$ cat src/rtl/uart_rx_line.sv
// 8-bit UART receiver (LSB first, idle-high) with a 2-flop line synchronizer and one-cycle result strobes.
// Optional even-parity bit between data and stop: define UART_RX_PARITY_EN.
`timescale 1ns/1ps
module uart_rx_line #(
    parameter int CLKS_PER_BIT = 434
) (
    input  logic       clk,
    input  logic       rst,
    input  logic       rx,
    output logic [7:0] data,
    output logic       valid,
    output logic       frame_err,
    output logic       parity_err
);

    localparam int HALF = CLKS_PER_BIT / 2;
    localparam int CW   = $clog2(CLKS_PER_BIT);
    localparam logic [CW-1:0] FULL_M1 = CW'(CLKS_PER_BIT - 1);
    localparam logic [CW-1:0] HALF_M1 = CW'(HALF - 1);

    typedef enum logic [2:0] {
        S_IDLE,
        S_START,
        S_DATA,
`ifdef UART_RX_PARITY_EN
        S_PARITY,
`endif
        S_STOP,
        S_BREAK
    } state_t;

    logic          r_sync1;
    logic          r_sync2;
    logic          r_prev;
    state_t        r_state;
    logic [CW-1:0] r_cnt;
    logic [2:0]    r_bit_idx;
    logic [7:0]    r_shift;
    logic [7:0]    r_data;
    logic          r_valid;
    logic          r_frame_err;

    state_t        w_state_nxt;
    logic [CW-1:0] w_cnt_nxt;
    logic [2:0]    w_bit_nxt;
    logic [7:0]    w_shift_nxt;
    logic [7:0]    w_data_nxt;
    logic          w_valid_nxt;
    logic          w_frame_err_nxt;
    logic          w_fall;
    logic          w_tick_half;
    logic          w_tick_full;
    logic          w_par_bad;

`ifdef UART_RX_PARITY_EN
    logic r_par;
    logic r_parity_err;
    logic w_par_nxt;
    assign w_par_bad  = ^{r_shift, r_par};
    assign parity_err = r_parity_err;
`else
    assign w_par_bad  = 1'b0;
    assign parity_err = 1'b0;
`endif

    assign w_fall      = r_prev & ~r_sync2;
    assign w_tick_half = (r_cnt == HALF_M1);
    assign w_tick_full = (r_cnt == FULL_M1);

    assign data      = r_data;
    assign valid     = r_valid;
    assign frame_err = r_frame_err;

    // Synchronizer resets to the idle level so reset release never looks like a start edge.
    always_ff @(posedge clk or posedge rst) begin
        if (rst) begin
            r_sync1 <= 1'b1;
            r_sync2 <= 1'b1;
            r_prev  <= 1'b1;
        end else begin
            r_sync1 <= rx;
            r_sync2 <= r_sync1;
            r_prev  <= r_sync2;
        end
    end

    always_ff @(posedge clk or posedge rst) begin
        if (rst) begin
            r_state     <= S_IDLE;
            r_cnt       <= '0;
            r_bit_idx   <= '0;
            r_shift     <= '0;
            r_data      <= '0;
            r_valid     <= 1'b0;
            r_frame_err <= 1'b0;
        end else begin
            r_state     <= w_state_nxt;
            r_cnt       <= w_cnt_nxt;
            r_bit_idx   <= w_bit_nxt;
            r_shift     <= w_shift_nxt;
            r_data      <= w_data_nxt;
            r_valid     <= w_valid_nxt;
            r_frame_err <= w_frame_err_nxt;
        end
    end

`ifdef UART_RX_PARITY_EN
    always_ff @(posedge clk or posedge rst) begin
        if (rst) begin
            r_par        <= 1'b0;
            r_parity_err <= 1'b0;
        end else begin
            r_par        <= w_par_nxt;
            r_parity_err <= (r_state == S_STOP) && w_tick_full && w_par_bad;
        end
    end
`endif

    always_comb begin
        w_state_nxt     = r_state;
        w_cnt_nxt       = r_cnt + CW'(1);
        w_bit_nxt       = r_bit_idx;
        w_shift_nxt     = r_shift;
        w_data_nxt      = r_data;
        w_valid_nxt     = 1'b0;
        w_frame_err_nxt = 1'b0;
`ifdef UART_RX_PARITY_EN
        w_par_nxt       = r_par;
`endif
        unique case (r_state)
            S_IDLE: begin
                w_cnt_nxt = '0;
                w_bit_nxt = '0;
                if (w_fall) begin
                    w_state_nxt = S_START;
                end
            end
            S_START: begin
                // A line back high at mid-start is treated as a glitch.
                if (w_tick_half) begin
                    w_cnt_nxt   = '0;
                    w_state_nxt = r_sync2 ? S_IDLE : S_DATA;
                end
            end
            S_DATA: begin
                if (w_tick_full) begin
                    w_cnt_nxt   = '0;
                    w_shift_nxt = {r_sync2, r_shift[7:1]};
                    w_bit_nxt   = r_bit_idx + 3'd1;
                    if (r_bit_idx == 3'd7) begin
`ifdef UART_RX_PARITY_EN
                        w_state_nxt = S_PARITY;
`else
                        w_state_nxt = S_STOP;
`endif
                    end
                end
            end
`ifdef UART_RX_PARITY_EN
            S_PARITY: begin
                if (w_tick_full) begin
                    w_cnt_nxt   = '0;
                    w_par_nxt   = r_sync2;
                    w_state_nxt = S_STOP;
                end
            end
`endif
            S_STOP: begin
                // Returning to IDLE at mid-stop lets a back-to-back start edge be caught.
                if (w_tick_full) begin
                    w_cnt_nxt       = '0;
                    w_data_nxt      = r_shift;
                    w_frame_err_nxt = ~r_sync2;
                    w_valid_nxt     = r_sync2 & ~w_par_bad;
                    w_state_nxt     = r_sync2 ? S_IDLE : S_BREAK;
                end
            end
            S_BREAK: begin
                w_cnt_nxt = '0;
                if (r_sync2) begin
                    w_state_nxt = S_IDLE;
                end
            end
            default: begin
                w_cnt_nxt   = '0;
                w_state_nxt = S_IDLE;
            end
        endcase
    end

endmodule

$ cat config.mk
export PLATFORM = sky130hd
export DESIGN_NAME = uart_rx_line
export DESIGN_NICKNAME = d
export VERILOG_FILES = /design/src/rtl/uart_rx_line.sv
export SDC_FILE = /design/constraint.sdc
export NUM_CORES = 1
export LEC_CHECK = 0
export CELL_PAD_IN_SITES_DETAIL_PLACEMENT = 1
export CELL_PAD_IN_SITES_GLOBAL_PLACEMENT = 1
export CORE_UTILIZATION = 30
export CTS_CLUSTER_DIAMETER = 100
export DETAILED_ROUTE_END_ITERATION = 16
export PLACE_DENSITY_LB_ADDON = 0.12
export SETUP_SLACK_MARGIN = 0.3
export SYNTH_ARGS = -nofsm -noshare
export SYNTH_HDL_FRONTEND = slang
export SYNTH_SLANG_ARGS = --single-unit
$ cat constraint.sdc
create_clock -name clk -period 4.55 [get_ports clk]
set_clock_uncertainty 0.2 [all_clocks]
set_input_delay 0.91 -clock clk [delete_from_list [all_inputs] [get_ports clk]]
set_output_delay 0.91 -clock clk [all_outputs]
set_load 0.1 [all_outputs]
==> results.py, run 1 <==
metrics = {
    "sta": {
        "fin_crit_sh_pct": 63.5,
        "drv_slew": 0,
        "fin_crit_ns": 2.89,
        "finalSetupTns_ns": 0,
        "hold_ws_ns": 0.162,
        "slew_headroom_pct": 33.6,
        "hold_viol_final": 0,
        "tightest_slew_ns": 0.989,
        "fmax_mhz": 346,
        "rsz0062_at_grt": "no",
        "finalWorstSetupSlack_ns": 1.66,
        "setup_viol": 0,
    },
    "finish": {
        "n_antenna_cell": 0,
        "instances_no_fill": 217,
        "areaGrowthSynthToFinish_pct": 16.9,
        "n_fill_cell": 564,
        "fin_nets": 154,
        "drive_gt1_share_pct": 16.3,
        "final_util_pct": 37.4,
    },
    "yosys": {
        "ys_async_sr_fraction_pct": 100,
        "synth_xor_area_share_pct": 3.65,
        "synth_compound_area_share_pct": 4.33,
        "synth_top_family_by_area": "simple AND/OR/NAND/NOR gates",
        "synthTopCellsByCount": "dfrtp_1, nor2_1, mux2_1",
        "netlist_area_um2": 1680,
        "synthMuxAreaShare_pct": 12.9,
        "yosysWarnings": 0,
        "synth.avg_cell_area_um2": 12.8,
        "synthCells": 131,
        "synth_top_flop_cell": "dfrtp_1",
        "synthTopCellsByArea": "dfrtp_1, mux2_4, mux2_1, dfstp_2, ha_1",
        "synth_edf_count": 0,
        "synth-adder-area-share_pct": 3.73,
        "synth.ff_latch_count": 36,
        "yosysSeqAreaShare_pct": 53.9,
        "yosysMostFrequentCell": "dfrtp_1",
        "yosysTopAreaCell": "dfrtp_1",
        "synth_nets": 139,
        "ys_types": 38,
        "yosys.area_share.simple_pct": 18.2,
        "synth_top_area_share_pct": 49.2,
    },
    "placed_design": {
        "post-dp-hpwl_um": 2230,
        "io_buffers": 12,
        "placed_cells": 209,
        "routabilityCongestion": 0.760,
        "detailedPlace.worstSlack_ns": 1.96,
    },
    "setup_path": {
        "cp-end-kind": "primary output",
        "crit_chain": "clkdlybuf4s50_1",
        "cp-startpoint": "data[7]",
        "critPathLaunchType": "flip-flop",
        "critPathMaxFanout": 2,
        "critical_path.top_delay_family": "buffers and inverters",
        "crit_slowest_cell": "clkdlybuf4s50_1",
        "cp.arrival_ns": 1.78,
        "crit_type": "flip-flop to primary output",
        "slowest_delay_ns": 1.14,
        "crit_buf_inv": 1,
        "required_ns": 3.44,
        "r2r-start": "r_cnt[1]",
    },
    "detailed_routing": {
        "drc_errors": 0,
        "firstDrtPassIters": 4,
        "drtIter0Drc": 52,
        "postRouteAntennaNets": 0,
        "wl_per_cell_um": 14.4,
        "routed_wl_um": 3130,
        "routed-via-count": 1022,
        "detail_route.vias_per_cell": 4.71,
    },
    "power": {
        "p_int_uw": 525,
        "p_leak_nw": 0.944,
        "swShare_pct": 27.1,
        "p_sw_uw": 195,
        "combinationalPowerShare_pct": 13.4,
        "ir_worst_vdd_uv": 188,
        "seqPwrFrac_pct": 52.3,
        "p_clk_share_pct": 34.2,
        "power_density_nw_per_um2": 368,
    },
    "clocking": {
        "cts_sinks": 36,
        "cts_tree": "yes",
        "cts_buffers": 5,
        "cts_hold_buf": 0,
        "clk_latency_ns": 0.28,
        "cts_setup_buffers": 0,
        "cts_resized": 0,
        "clk_pin_slew_ns": 0.07,
        "root_buffer": "clkbuf_8",
        "clockBufferDepth": 2,
        "cts-htree-levels": 2,
    },
    "floorplan": {
        "die_w_um": 76.8,
        "initial_core_util_pct": 32.0,
        "num_rows": 26,
        "die-area_um2": 5900,
        "pin_count": 14,
        "core_um2": 5240,
        "chipHeight_um": 76.8,
    },
    "grt": {
        "globalRouteMet1Util_pct": 17.3,
        "grtUsageMet2_pct": 18.8,
        "grt_max_degree": 22,
        "grt_overflow_total": 0,
        "grt_pass1_vias": 1123,
        "grt_use_met3_pct": 3.21,
        "antenna_found_initial": 0,
        "grtUsageTotal_pct": 12.5,
        "busiest_layer": "met2",
        "grt_pass1_wl_um": 5710,
    },
    "flow_run": {
        "drv_cap": 0,
    },
    "run_status": {
        "status": "finished, final reports clean",
    },
    "hold_path": {
        "hp-class": "flip-flop to flip-flop",
        "worstHoldStart": "r_sync1",
    },
}
state kept, by name (all words and copies together) (netlist names), 3 cells and up:
name	cells
r_cnt	9
data	8
r_shift	8
r_bit_idx	3
r_state	3
cells by family (layout without fill, tap and decap cells):
logic type      after synthesis  after routing
mux                          17             17
other cells                   1              1
simple gates                 44             44
compound gates               11             11
fa+ha+maj                     5              5
flops                        36             36
xor+xnor                      7              7
buf+inv                      10             26
final cells by class:
type	count	area [um^2]	share of cell area (%)
flip-flops and latches	36	905	46.1
multi-input cells	85	722	36.8
repair buffers	13	128	6.51
clock buffers	8	100	5.11
well taps	70	87.6	4.47
inverters	5	18.8	0.957
through the flow:
step,cell area [um^2],total power [mW]
floorplan,1680,0.456
global placement,1860,0.479
detailed placement,1860,0.482
CTS,1960,0.736
global route,1960,0.765
finish,1960,0.721
path summary, 6_finish.rpt:
kind	to	slack [ns]	cells past startpoint
hold reg to reg	r_sync2	0.16	0
max in group asynchronous	r_cnt[8]	2.53	3
setup / recovery	data[7]	1.66	1
setup reg to reg	data[1]	2.10	5
hold / removal	r_sync2	0.16	0
min in group asynchronous	r_state[1]	0.90	2
routing by layer:
metal | part of all wire (%) | up-vias | wire (um)
li1 | - | 477 | -
met1 | 50 | 534 | 1550
met3 | 2.2 | 2 | 69
met2 | 48 | 9 | 1490
met5 | 0 | - | 0
met4 | 0.48 | 0 | 15
cell usage in the layout (no fill, tap or decap), drive strengths merged, types with 3 or more instances in the layout:
master         synthesis  routed
dfrtp                 33      33
nor2                  16      16
mux2                  16      16
clkdlybuf4s50          0      12
clkbuf                 2       8
nand2                  6       6
inv                    5       5
xnor2                  5       5
ha                     5       5
nand3                  5       5
o211ai                 4       4
nor3                   3       3
o21ai                  3       3
dfstp                  3       3
power by group through the flow:
stage / logic, mW / clock network [mW] / registers [mW]
after floorplan: 0.0834 / 0 / 0.373
after global routing: 0.112 / 0.271 / 0.383
final: 0.0967 / 0.247 / 0.377
after CTS: 0.0996 / 0.259 / 0.377
after global placement: 0.0966 / 0 / 0.382
after detailed placement: 0.0989 / 0 / 0.384
Power figures use the tool's default switching activity.
==> inputs of run 2 (changes only) <==
clock period = 2.8 ns   (was 4.55 ns; I/O delays follow)
==> run 2 against run 1 <==
Final cell count up 0.46%. Sequential power up 63%. Register-to-register slack worse by 1.3 ns. Global-route usage down 0.26 points. Core utilization down 0.33 points. Largest power group unchanged. Via count down 2.5%. Routed wire length up 0.26%. Critical path depth up 5. Largest cell class unchanged. Non-clock buffer count up 1.
==> results.py, run 2 (synthesis gave the netlist of run 1 again) <==
metrics = {
    "run_status": {
        "status": "finished, final reports clean",
    },
    "clocking": {
        "cts_resized": 0,
        "cts_tree": "yes",
        "clk_pin_slew_ns": 0.07,
        "cts_buffers": 5,
        "clk_latency_ns": 0.28,
        "cts-htree-levels": 2,
        "clockBufferDepth": 2,
        "root_buffer": "clkbuf_8",
        "cts_hold_buf": 0,
        "cts_sinks": 36,
        "cts_setup_buffers": 0,
    },
    "finish": {
        "largest_reg_flops": 9,
        "final_cell_mix": "dfrtp_1, nor2_1, buf_4, mux2_1",
        "areaGrowthSynthToFinish_pct": 15.8,
        "top_register": "r_cnt",
        "n_fill_cell": 569,
        "design_area_um2": 1940,
        "final_util_pct": 37.1,
        "drive_gt1_share_pct": 23.6,
        "mostFrequentLayoutCell": "dfrtp_1",
        "n_antenna_cell": 0,
        "fin_nets": 155,
    },
    "floorplan": {
        "core_um2": 5240,
        "chipHeight_um": 76.8,
        "pin_count": 14,
        "die_w_um": 76.8,
        "die-area_um2": 5900,
        "num_rows": 26,
        "initial_core_util_pct": 32.0,
    },
    "sta": {
        "finalSetupTns_ns": 0,
        "drv_slew": 0,
        "fmax_mhz": 498,
        "finalWorstSetupSlack_ns": 0.790,
        "hold_viol_final": 0,
        "fin_crit_ns": 2.01,
        "rsz0062_at_grt": "no",
        "setup_viol": 0,
        "fin_crit_sh_pct": 71.8,
    },
    "setup_path": {
        "critPathLaunchType": "flip-flop",
        "crit_chain": "inv_1 -> ha_1 -> nand4bb_4 -> nor4_4 -> buf_4 -> mux2_2",
        "crit_buf_inv": 2,
        "cp.arrival_ns": 1.98,
        "critical_path.top_delay_family": "simple AND/OR/NAND/NOR gates",
        "critPathMaxFanout": 11,
        "cp-end-kind": "flip-flop",
        "crit_type": "flip-flop to flip-flop",
        "required_ns": 2.77,
        "crit_slowest_cell": "dfrtp_1",
        "slowest_delay_ns": 0.40,
        "reg2reg_slack_ns": 0.79,
    },
    "placed_design": {
        "detailedPlace.worstSlack_ns": 0.789,
        "io_buffers": 12,
        "post-dp-hpwl_um": 2220,
        "routabilityCongestion": 0.716,
        "place_area_um2": 1840,
    },
    "detailed_routing": {
        "drc_errors": 0,
        "routed_wl_um": 3140,
        "detail_route.vias_per_cell": 4.57,
        "postRouteAntennaNets": 0,
        "wl_per_cell_um": 14.4,
        "drtIter0Drc": 9,
        "routed-via-count": 996,
        "firstDrtPassIters": 4,
    },
    "grt": {
        "grt_max_degree": 37,
        "grtUsageTotal_pct": 12.2,
        "grt_pass1_vias": 1066,
        "antenna_found_initial": 0,
        "globalRouteMet1Util_pct": 15.1,
        "grt_pass1_wl_um": 5460,
        "grt_use_met3_pct": 4.29,
        "grtUsageMet2_pct": 19.6,
        "grt_overflow_total": 0,
        "busiest_layer": "met2",
    },
    "power": {
        "seqPwrFrac_pct": 52.6,
        "ir_worst_vdd_uv": 268,
        "swShare_pct": 26.7,
        "fin_total_pwr_mw": 1.17,
        "combinationalPowerShare_pct": 13.3,
        "p_clk_share_pct": 34.1,
        "p_int_uw": 854,
        "p_sw_uw": 312,
        "p_leak_nw": 0.970,
        "power_density_nw_per_um2": 600,
    },
    "flow_run": {
        "drv_cap": 0,
    },
    "hold_path": {
        "hp-class": "flip-flop to flip-flop",
    },
}
[run 2: worst register-to-register path: stages, from the launching register on]
cell and delay, ns:
dfrtp_1 0.40, inv_1 0.09, ha_1 0.19, nand4bb_4 0.18, nor4_4 0.23, buf_4 0.26
mux2_2 0.35
[run 2: path summary, 6_finish.rpt]
path                            startpoint      end  depth (start not counted)
max in group asynchronous              rst  r_sync1                          3
worst max-delay path              r_cnt[1]  data[1]                          6
min in group asynchronous              rst  data[4]                          3
worst min-delay path               r_sync1  r_sync2                          0
worst max register to register    r_cnt[1]  data[1]                          6
worst min register to register     r_sync1  r_sync2                          0
[run 2: area by class of cell]
class	instances	area (um^2)	share of cell area (%)
Sequential cell	36	905	46.6
Multi-Input combinational cell	85	722	37.2
Timing Repair Buffer	14	110	5.67
Clock buffer	8	100	5.15
Tap cell	70	87.6	4.51
Inverter	5	18.8	0.966
[run 2: per-layer routing]
metal  share of wire, %  routed length (um)
met4                1.4                  44
met2                 49                1550
met1                 46                1440
met3                3.1                  97
met5                  0                   0
[run 2: stage by stage]
step,instances,hold WS [ns]
floorplan,131,0.145
global placement,210,0.150
detailed placement,210,0.150
CTS,218,0.164
global route,218,0.169
finish,218,0.162
[run 2: power groups by stage]
stage / clock network, mW / logic [mW] / registers (mW)
floorplan: 0 / 0.135 / 0.606
global placement: 0 / 0.154 / 0.620
detailed placement: 0 / 0.157 / 0.623
CTS: 0.419 / 0.159 / 0.613
global route: 0.445 / 0.178 / 0.621
finish: 0.398 / 0.154 / 0.613
==> inputs of run 3 (changes only) <==
clock period = 1.7 ns   (was 2.8 ns; I/O delays follow)
==> run 3 against run 2 <==
The run now ends with negative setup slack left. Via count is 19% higher. Non-clock buffer count is 38 higher. Die area unchanged. Setup slack got worse by 0.95 ns. Combinational power grew to 3.9 times the previous value. Fmax rose by 8.3%. Clock power rose by 83%. Final cell count grew 17%. Sequential power is 61% higher. Largest cell class unchanged. Highest routed layer unchanged.
==> results.py, run 3 (synthesis gave the netlist of run 1 again) <==
metrics = {
    "detailed_routing": {
        "drtIter0Drc": 29,
        "detail_route.vias_per_cell": 4.63,
        "firstDrtPassIters": 3,
        "routed_wl_um": 3950,
        "wl_per_cell_um": 15.4,
        "postRouteAntennaNets": 0,
        "routed-via-count": 1186,
        "drc_errors": 0,
    },
    "sta": {
        "fin_crit_sh_pct": 109,
        "rsz0062_at_grt": "yes",
        "hold_viol_final": 0,
        "finalSetupTns_ns": -2.94,
        "hold_ws_ns": 0.106,
        "finalWorstSetupSlack_ns": -0.157,
        "fmax_mhz": 539,
        "fin_crit_ns": 1.86,
        "drv_slew": 0,
        "setup_viol": 29,
    },
    "grt": {
        "grt_pass1_wl_um": 6850,
        "grt_max_degree": 22,
        "grt_overflow_total": 0,
        "antenna_found_initial": 0,
        "grt_pass1_vias": 1319,
        "grtUsageTotal_pct": 15.1,
    },
    "finish": {
        "largest_reg_flops": 9,
        "areaGrowthSynthToFinish_pct": 50.7,
        "final_cell_mix": "buf_4, dfrtp_1, mux2_4, buf_12",
        "n_fill_cell": 538,
        "n_antenna_cell": 0,
        "instances_no_fill": 256,
        "top_register": "r_cnt",
        "fin_nets": 193,
        "mostFrequentLayoutCell": "buf_4",
        "drive_gt1_share_pct": 52.7,
    },
    "floorplan": {
        "die-area_um2": 5900,
        "pin_count": 14,
        "chipHeight_um": 76.8,
        "num_rows": 26,
        "die_w_um": 76.8,
        "initial_core_util_pct": 32.0,
        "core_um2": 5240,
    },
    "clocking": {
        "root_buffer": "clkbuf_8",
        "cts_sinks": 36,
        "cts-htree-levels": 2,
        "cts_buffers": 5,
        "clk_latency_ns": 0.28,
        "cts_tree": "yes",
        "clockBufferDepth": 2,
        "clk_pin_slew_ns": 0.07,
    },
    "placed_design": {
        "post-dp-hpwl_um": 2630,
        "routabilityCongestion": 0.743,
        "detailedPlace.worstSlack_ns": -0.210,
        "io_buffers": 12,
        "placed_cells": 234,
    },
    "setup_path": {
        "cp-startpoint": "r_cnt[1]",
        "cp.arrival_ns": 1.82,
        "critPathMaxFanout": 8,
        "required_ns": 1.66,
        "crit_slowest_cell": "dfrtp_1",
        "critPathLaunchType": "flip-flop",
        "crit_chain": "inv_2 -> ha_4 -> nand4bb_4 -> buf_6 -> nor2_8 -> nand3_4 -> mux2_4",
        "r2r-start": "r_cnt[1]",
        "slowest_delay_ns": 0.39,
        "crit_buf_inv": 2,
        "cp-end-kind": "flip-flop",
        "critical_path.top_delay_family": "simple AND/OR/NAND/NOR gates",
        "crit_type": "flip-flop to flip-flop",
    },
    "run_status": {
        "status": "finished with violations",
        "violations": "negative setup slack",
    },
    "power": {
        "power_density_nw_per_um2": 919,
        "fin_total_pwr_mw": 2.32,
        "p_leak_nw": 1.22,
        "ir_worst_vdd_uv": 398,
    },
    "flow_run": {
        "drv_cap": 0,
    },
    "hold_path": {
        "hp-class": "input pin to async pin",
    },
}
-- run 3: layout make-up --
cell class,instances,area (um^2),area share [%]
repair buffers,52,576,22.8
multi-input cells,85,830,32.8
clock inverters,2,35.0,1.39
inverters,5,18.8,0.742
well taps,70,87.6,3.46
flip-flops and latches,36,910,36.0
clock buffers,6,72.6,2.87
-- run 3: power by group --
part | switching, mW | internal (mW) | total, mW
clock network | 0.293 | 0.435 | 0.728
logic | 0.293 | 0.314 | 0.608
registers | 0.0621 | 0.926 | 0.988
-- run 3: what timing repair did --
action	in CTS	in global routing
pin swaps	7	2
resized for setup	29	8
buffers inserted	9	5
endpoints found under the setup margin	43	43
hold buffers	0	0
-- run 3: through the flow --
stage	instance area [um^2]	util, %
after floorplan	1690	-
after global placement	2180	41.6
after detailed placement	2180	41.6
after CTS	2450	46.9
after global routing	2530	48.3
final	2530	48.3
-- run 3: worst paths after layout --
kind	endpoint	slack, ns	depth (start not counted)
max	r_shift[0]	-0.16	7
min in group clk	r_sync2	0.16	0
min reg2reg	r_sync2	0.16	0
min	valid	0.11	2
max in group asynchronous	r_bit_idx[0]	0.75	3
max reg2reg	r_shift[0]	-0.16	7
-- run 3: worst register-to-register path: cells and delay by family (launching register included) --
kind	cells	cell delay, ns
mux	1	0.35
buf+inv	2	0.25
simple gates	3	0.42
fa+ha+maj	1	0.14
flops	1	0.39
-- run 3: routing by layer --
layer  vias to the layer above  global-route usage (%)  wire length (um)
met5                         -                       0                 0
met4                         0                    5.00                45
met3                         6                    3.93                98
met2                        10                    25.6              2060
met1                       613                    18.4              1750
li1                        557                       -                 -
